--- config.mk ---
export PLATFORM = sky130hd
export DESIGN_NAME = req_ack_arbiter
export DESIGN_NICKNAME = d
export VERILOG_FILES = /design/src/rtl/req_ack_arb_pkg.sv /design/src/rtl/req_ack_arbiter_rr_pick.sv /design/src/rtl/req_ack_arbiter.sv
export SDC_FILE = /design/constraint.sdc
export NUM_CORES = 1
export LEC_CHECK = 0
export ABC_AREA = 1
export CORE_ASPECT_RATIO = 1.2
export CORE_MARGIN = 3
export CORE_UTILIZATION = 50
export CTS_BUF_LIST = sky130_fd_sc_hd__clkbuf_2 sky130_fd_sc_hd__clkbuf_4 sky130_fd_sc_hd__clkbuf_8
export CTS_CLUSTER_SIZE = 28
export DETAILED_ROUTE_END_ITERATION = 10
export DONT_BUFFER_PORTS = 1
export GPL_TIMING_DRIVEN = 0
export PLACE_DENSITY = 0.76
export SYNTH_ARGS = -nofsm -noshare
export SYNTH_HDL_FRONTEND = slang
export SYNTH_SLANG_ARGS = --single-unit
--- constraint.sdc ---
create_clock -name clk -period 2.2 [get_ports clk]
set_clock_uncertainty 0.15 [all_clocks]
set_input_delay 0.55 -clock clk [delete_from_list [all_inputs] [get_ports clk]]
set_output_delay 0.55 -clock clk [all_outputs]
set_load 0.02 [all_outputs]
--- src/rtl/req_ack_arb_pkg.sv ---
// Shared types and helpers for the round-robin req/ack arbiter.
package req_ack_arb_pkg;

  localparam int MAX_N_REQ = 16;

  typedef enum logic [1:0] {
    IDLE,
    REQ,
    ACK
  } arb_state_e;

  // Modulo-n increment of a requester index (n up to MAX_N_REQ).
  function automatic logic [3:0] rr_next(input logic [3:0] ptr, input logic [4:0] n);
    logic [4:0] inc;
    inc = {1'b0, ptr} + 5'd1;
    return (inc >= n) ? 4'd0 : inc[3:0];
  endfunction

endpackage

--- src/rtl/req_ack_arbiter_rr_pick.sv ---
// Combinational round-robin picker: first set request at or after ptr, modulo N_REQ.
module rr_pick #(
  parameter int N_REQ = 4,
  localparam int IDW = $clog2(N_REQ)
) (
  input  logic [N_REQ-1:0] req,
  input  logic [IDW-1:0]   ptr,
  output logic             valid,
  output logic [IDW-1:0]   idx
);

  int j;

  always_comb begin
    valid = 1'b0;
    idx   = '0;
    j     = 0;
    for (int i = 0; i < N_REQ; i++) begin
      j = int'(ptr) + i;
      if (j >= N_REQ) j = j - N_REQ;
      if (!valid && req[j[IDW-1:0]]) begin
        valid = 1'b1;
        idx   = j[IDW-1:0];
      end
    end
  end

endmodule

--- src/rtl/req_ack_arbiter.sv ---
// Round-robin arbiter sharing one req/ack resource among N_REQ four-phase requesters.
// Optional embedded handshake assertions are enabled with `define REQ_ACK_ARB_ASSERT_EN.
module req_ack_arbiter
  import req_ack_arb_pkg::*;
#(
  parameter int N_REQ   = 4,
  parameter int TIMEOUT = 15,
  localparam int IDW    = $clog2(N_REQ)
) (
  input  logic             clk,
  input  logic             rst,
  input  logic [N_REQ-1:0] req,
  output logic [N_REQ-1:0] ack,
  output logic             res_req,
  output logic [IDW-1:0]   res_id,
  input  logic             res_ack,
  output logic             err
);

  // Counter keeps at least one bit so TIMEOUT=0 (watchdog off) still elaborates.
  localparam int CW = (TIMEOUT > 0) ? $clog2(TIMEOUT + 1) : 1;
  localparam logic [CW-1:0] CNT_LAST = (TIMEOUT > 0) ? CW'(TIMEOUT - 1) : '0;

  arb_state_e       state, state_nxt;
  logic [IDW-1:0]   ptr, ptr_nxt;
  logic [IDW-1:0]   owner, owner_nxt;
  logic [CW-1:0]    cnt, cnt_nxt;
  logic [N_REQ-1:0] ack_nxt;
  logic             res_req_nxt;
  logic [IDW-1:0]   res_id_nxt;
  logic             err_nxt;
  logic             pick_valid;
  logic [IDW-1:0]   pick_idx;
  logic [IDW-1:0]   owner_inc;

  rr_pick #(.N_REQ(N_REQ)) u_pick (
    .req   (req),
    .ptr   (ptr),
    .valid (pick_valid),
    .idx   (pick_idx)
  );

  assign owner_inc = IDW'(rr_next(4'(owner), 5'(N_REQ)));

  always_ff @(posedge clk or posedge rst) begin
    if (rst) begin
      state   <= IDLE;
      ptr     <= '0;
      owner   <= '0;
      cnt     <= '0;
      ack     <= '0;
      res_req <= 1'b0;
      res_id  <= '0;
      err     <= 1'b0;
    end else begin
      state   <= state_nxt;
      ptr     <= ptr_nxt;
      owner   <= owner_nxt;
      cnt     <= cnt_nxt;
      ack     <= ack_nxt;
      res_req <= res_req_nxt;
      res_id  <= res_id_nxt;
      err     <= err_nxt;
    end
  end

  always_comb begin
    state_nxt   = state;
    ptr_nxt     = ptr;
    owner_nxt   = owner;
    cnt_nxt     = cnt;
    ack_nxt     = ack;
    res_req_nxt = res_req;
    res_id_nxt  = res_id;
    err_nxt     = 1'b0;
    case (state)
      IDLE: begin
        if (pick_valid) begin
          owner_nxt   = pick_idx;
          res_id_nxt  = pick_idx;
          res_req_nxt = 1'b1;
          cnt_nxt     = '0;
          state_nxt   = REQ;
        end
      end
      REQ: begin
        // An acknowledge on the expiry edge takes priority over the watchdog.
        if (res_ack) begin
          res_req_nxt    = 1'b0;
          ack_nxt        = '0;
          ack_nxt[owner] = 1'b1;
          state_nxt      = ACK;
        end else if (TIMEOUT != 0 && cnt == CNT_LAST) begin
          res_req_nxt = 1'b0;
          err_nxt     = 1'b1;
          ptr_nxt     = owner_inc;
          state_nxt   = IDLE;
        end else if (cnt != '1) begin
          cnt_nxt = cnt + CW'(1);
        end
      end
      ACK: begin
        if (!req[owner]) begin
          ack_nxt   = '0;
          ptr_nxt   = owner_inc;
          state_nxt = IDLE;
        end
      end
      default: state_nxt = IDLE;
    endcase
  end

`ifdef REQ_ACK_ARB_ASSERT_EN
  a_ack_onehot0: assert property (@(posedge clk) disable iff (rst) $onehot0(ack))
    $info("%0t: ack onehot0 holds", $time);
    else $error("%0t: ack not onehot0 (%b)", $time, ack);

  a_res_req_no_ack: assert property (@(posedge clk) disable iff (rst) res_req |-> !(|ack))
    $info("%0t: res_req without ack holds", $time);
    else $error("%0t: res_req high while ack=%b", $time, ack);

  for (genvar i = 0; i < N_REQ; i++) begin : g_ack_release
    a_ack_release: assert property (@(posedge clk) disable iff (rst)
                                    (ack[i] && !req[i]) |=> !ack[i])
      $info("%0t: ack[%0d] released", $time, i);
      else $error("%0t: ack[%0d] held after req dropped", $time, i);
  end

  a_rr_winner: assert property (@(posedge clk) disable iff (rst)
                                $rose(res_req) |-> res_id == $past(pick_idx))
    $info("%0t: round-robin winner %0d", $time, res_id);
    else $error("%0t: res_id %0d is not the round-robin winner", $time, res_id);

  a_err_pulse: assert property (@(posedge clk) disable iff (rst) err |=> !err)
    $info("%0t: err single-cycle", $time);
    else $error("%0t: err held longer than one cycle", $time);
`else
  // Assertions compiled out; behaviour is unchanged.
`endif

endmodule
==> qor.csv <==
metric,value,unit
Slew Limit Fails,0,
Relative slew margins,0.6046,
leakage power,0.0006805,uW
# H-tree levels,1,
layout cells sized above 1,0.1768,
fraction of registers with async set/reset,1.000,
Die X-Extent,50.49,um
Clock Tree Root,clkbuf_4,
initial antenna violation count,0,
Longest Clk Path Bufs,2,
"antenna viol nets, final",0,
Vias per Instance,5.314,
CP most frequent cell,o21ai_0,
DR WL/cell,11.94,um
sequential share of the synthesized area,0.3372,
Post-CTS Resized,0,
TNS Setup,0,ps
r2r setup slk,380,ps
cts hold-fix bufs,0,
DP HPWL,1.891,mm
"Arr. time, crit path",1840,ps
TritonCTS clock tree,done,
vias,1031,
R2R depth,7,
Final min period,1824,ps
synthesized instance count,161,
WL final,2.317,mm
initial cell density of the core,0.5492,
Synth cell types,26,
# diodes,0,
overall routing resource usage,0.1847,
crit path max fanout,7,
clock insertion delay at the later pin of the skew report,280,ps
Area growth syn-to-layout,5.058,%
CP Cell Sequence,inv_1 > a21oi_1 > o21ai_0 > nand2_1 > nand3_1 > o21ai_1 > o21ai_0,
global-route wire length before repair,4.278,mm
"Net Count, Synth",175,
critical path startpoint category,flip-flop,
unrepaired setup endpoints after global routing,false,
die height,59.38,um
Max VDD drop,0.9722,mV
syn_area_per_cell,7.375,um2
Synth Warn #,0,
grt total ovfl,0,
end of the worst register-to-register path,ptr[1],
top_reg_cell synth,dfrtp_1,
Post-synth EDFFs,0,
FMAX,548.4,MHz
fin crit share,0.8289,
PwrDens,1527,nW/um2
DRC Markers,0,
Core Rows,18,
Placed Area,1225,um2
worst-path cell with the longest stage delay,dfrtp_1,
Max-cap violations,0,
Crit Path Class,reg2reg,
Critical Path End Type,flip-flop,
post-CTS setup buffer count,0,
WP data required,2210,ps
clock sinks,16,
TritonCTS buffer count,3,
most frequent cells in the layout,"nand2_1, nand3_1, dfrtp_1",
reg2reg start,owner[1],
Core Area,2162,um2
DRT iter0 DRCs,12,
IO Count,15,
vias in the first global route,1023,
Setup WS pre-CTS,395.6,ps
IO Port Bufs,0,
"most common cell after layout, fill and taps aside",nand2_1,
Die ar.,2998,um2
fillers,216,
largest net degree at the start of global routing,17,
Pre-Repair DR Iteration Count,4,
gp weighted congestion,0.8400,
worst hold slack,59.28,ps
"Setup violations, final",0,
post-route cell area,1247,um2
"CTS clk-pin slew, worst paths",90,ps
Post-Synthesis Cell Area,1187,um2
PnR worst setup slack,376.5,ps
crit-path max cell delay,580,ps
Slew @ Worst Pin,592.5,ps
status,finished clean,
Final Hold Fails,0,
Yosys reg bits,16,
NumNets Final,180,
Hold Crit Class,in2async,
## per-stage QoR
step | power (uW) | instances | utilization
4_1_cts | 1924 | 194 | 0.5770
2_1_floorplan | 1556 | 161 | -
6_report | 1905 | 194 | 0.5770
5_1_grt | 2123 | 194 | 0.5770
3_5_place_dp | 1767 | 191 | 0.5666
3_3_place_gp | 1725 | 191 | 0.5666
## logic make-up (layout without fill, tap and decap cells)
| group | after synthesis | after routing | share of synthesized area |
|---|---|---|---|
| compound gates | 15 | 15 | 0.07587 |
| xor+xnor | 2 | 2 | 0.01476 |
| fa+ha+maj | 7 | 7 | 0.07376 |
| buf+inv | 22 | 25 | 0.07797 |
| flops | 16 | 16 | 0.3372 |
| simple gates | 99 | 99 | 0.4205 |
## power breakdown
part           internal [uW]  switching, uW
combinational            389            736
sequential               413            216
clock                   63.6           88.2
total                    865           1040
## how the worst max path moves through the flow
stage / depth (start not counted) / startpoint / slack [ps] / endpoint
floorplan: 10 / req[2] / 640 / owner[0]
global placement: 7 / owner[1] / 400 / ptr[1]
detailed placement: 7 / owner[1] / 400 / ptr[1]
CTS: 7 / owner[1] / 370 / ptr[1]
global route: 8 / owner[1] / 170 / ptr[0]
finish: 7 / owner[1] / 380 / ptr[1]
## state kept, by name, summed over array words and instances (netlist names)
| signal | count |
|---|---|
| cnt | 4 |
| owner | 2 |
| ptr | 2 |
| ack | 4 |
| res_req | 1 |
| err | 1 |
| state | 2 |
## metal layers
layer | vias to the layer above | track usage | wire length [um] | share of wire
li1 | 525 | - | - | -
met1 | 487 | 0.2125 | 1002 | 0.43
met2 | 15 | 0.3414 | 1218 | 0.53
met3 | 4 | 0.03023 | 57 | 0.025
met4 | 0 | 0.06923 | 39 | 0.017
met5 | - | 0 | 0 | 0
## cell type report
class	count	area, um2	area share
Buffer	2	16.27	0.01304
Sequential cell	16	400.4	0.3210
Multi-Input combinational cell	123	694.4	0.5567
Inverter	20	76.32	0.06118
Tap cell	30	37.54	0.03009
Clock buffer	3	22.52	0.01805
## synthesized netlist by cell type (2+ instances only)
| master | n | area [um2] |
|---|---|---|
| o21ai_0 | 5 | 25.02 |
| nand2_4 | 3 | 33.78 |
| nand2_1 | 52 | 195.2 |
| inv_2 | 6 | 22.52 |
| nand4_1 | 2 | 12.51 |
| nand2_2 | 8 | 50.05 |
| nand3_2 | 3 | 30.03 |
| a21oi_1 | 3 | 15.01 |
| o21ai_1 | 2 | 10.01 |
| dfrtp_1 | 16 | 400.4 |
| ha_1 | 7 | 87.58 |
| nand3_1 | 22 | 110.1 |
| nor2_1 | 7 | 26.28 |
| inv_1 | 13 | 48.80 |
## critical path, delay by kind of cell, from the launching register on
kind / cells / cell delay, ps
buffers and inverters: 1 / 140
AOI/OAI and AO/OA: 4 / 540
DFF: 1 / 580
and+or+nand+nor: 2 / 280
(Power assumes the default switching activity.)
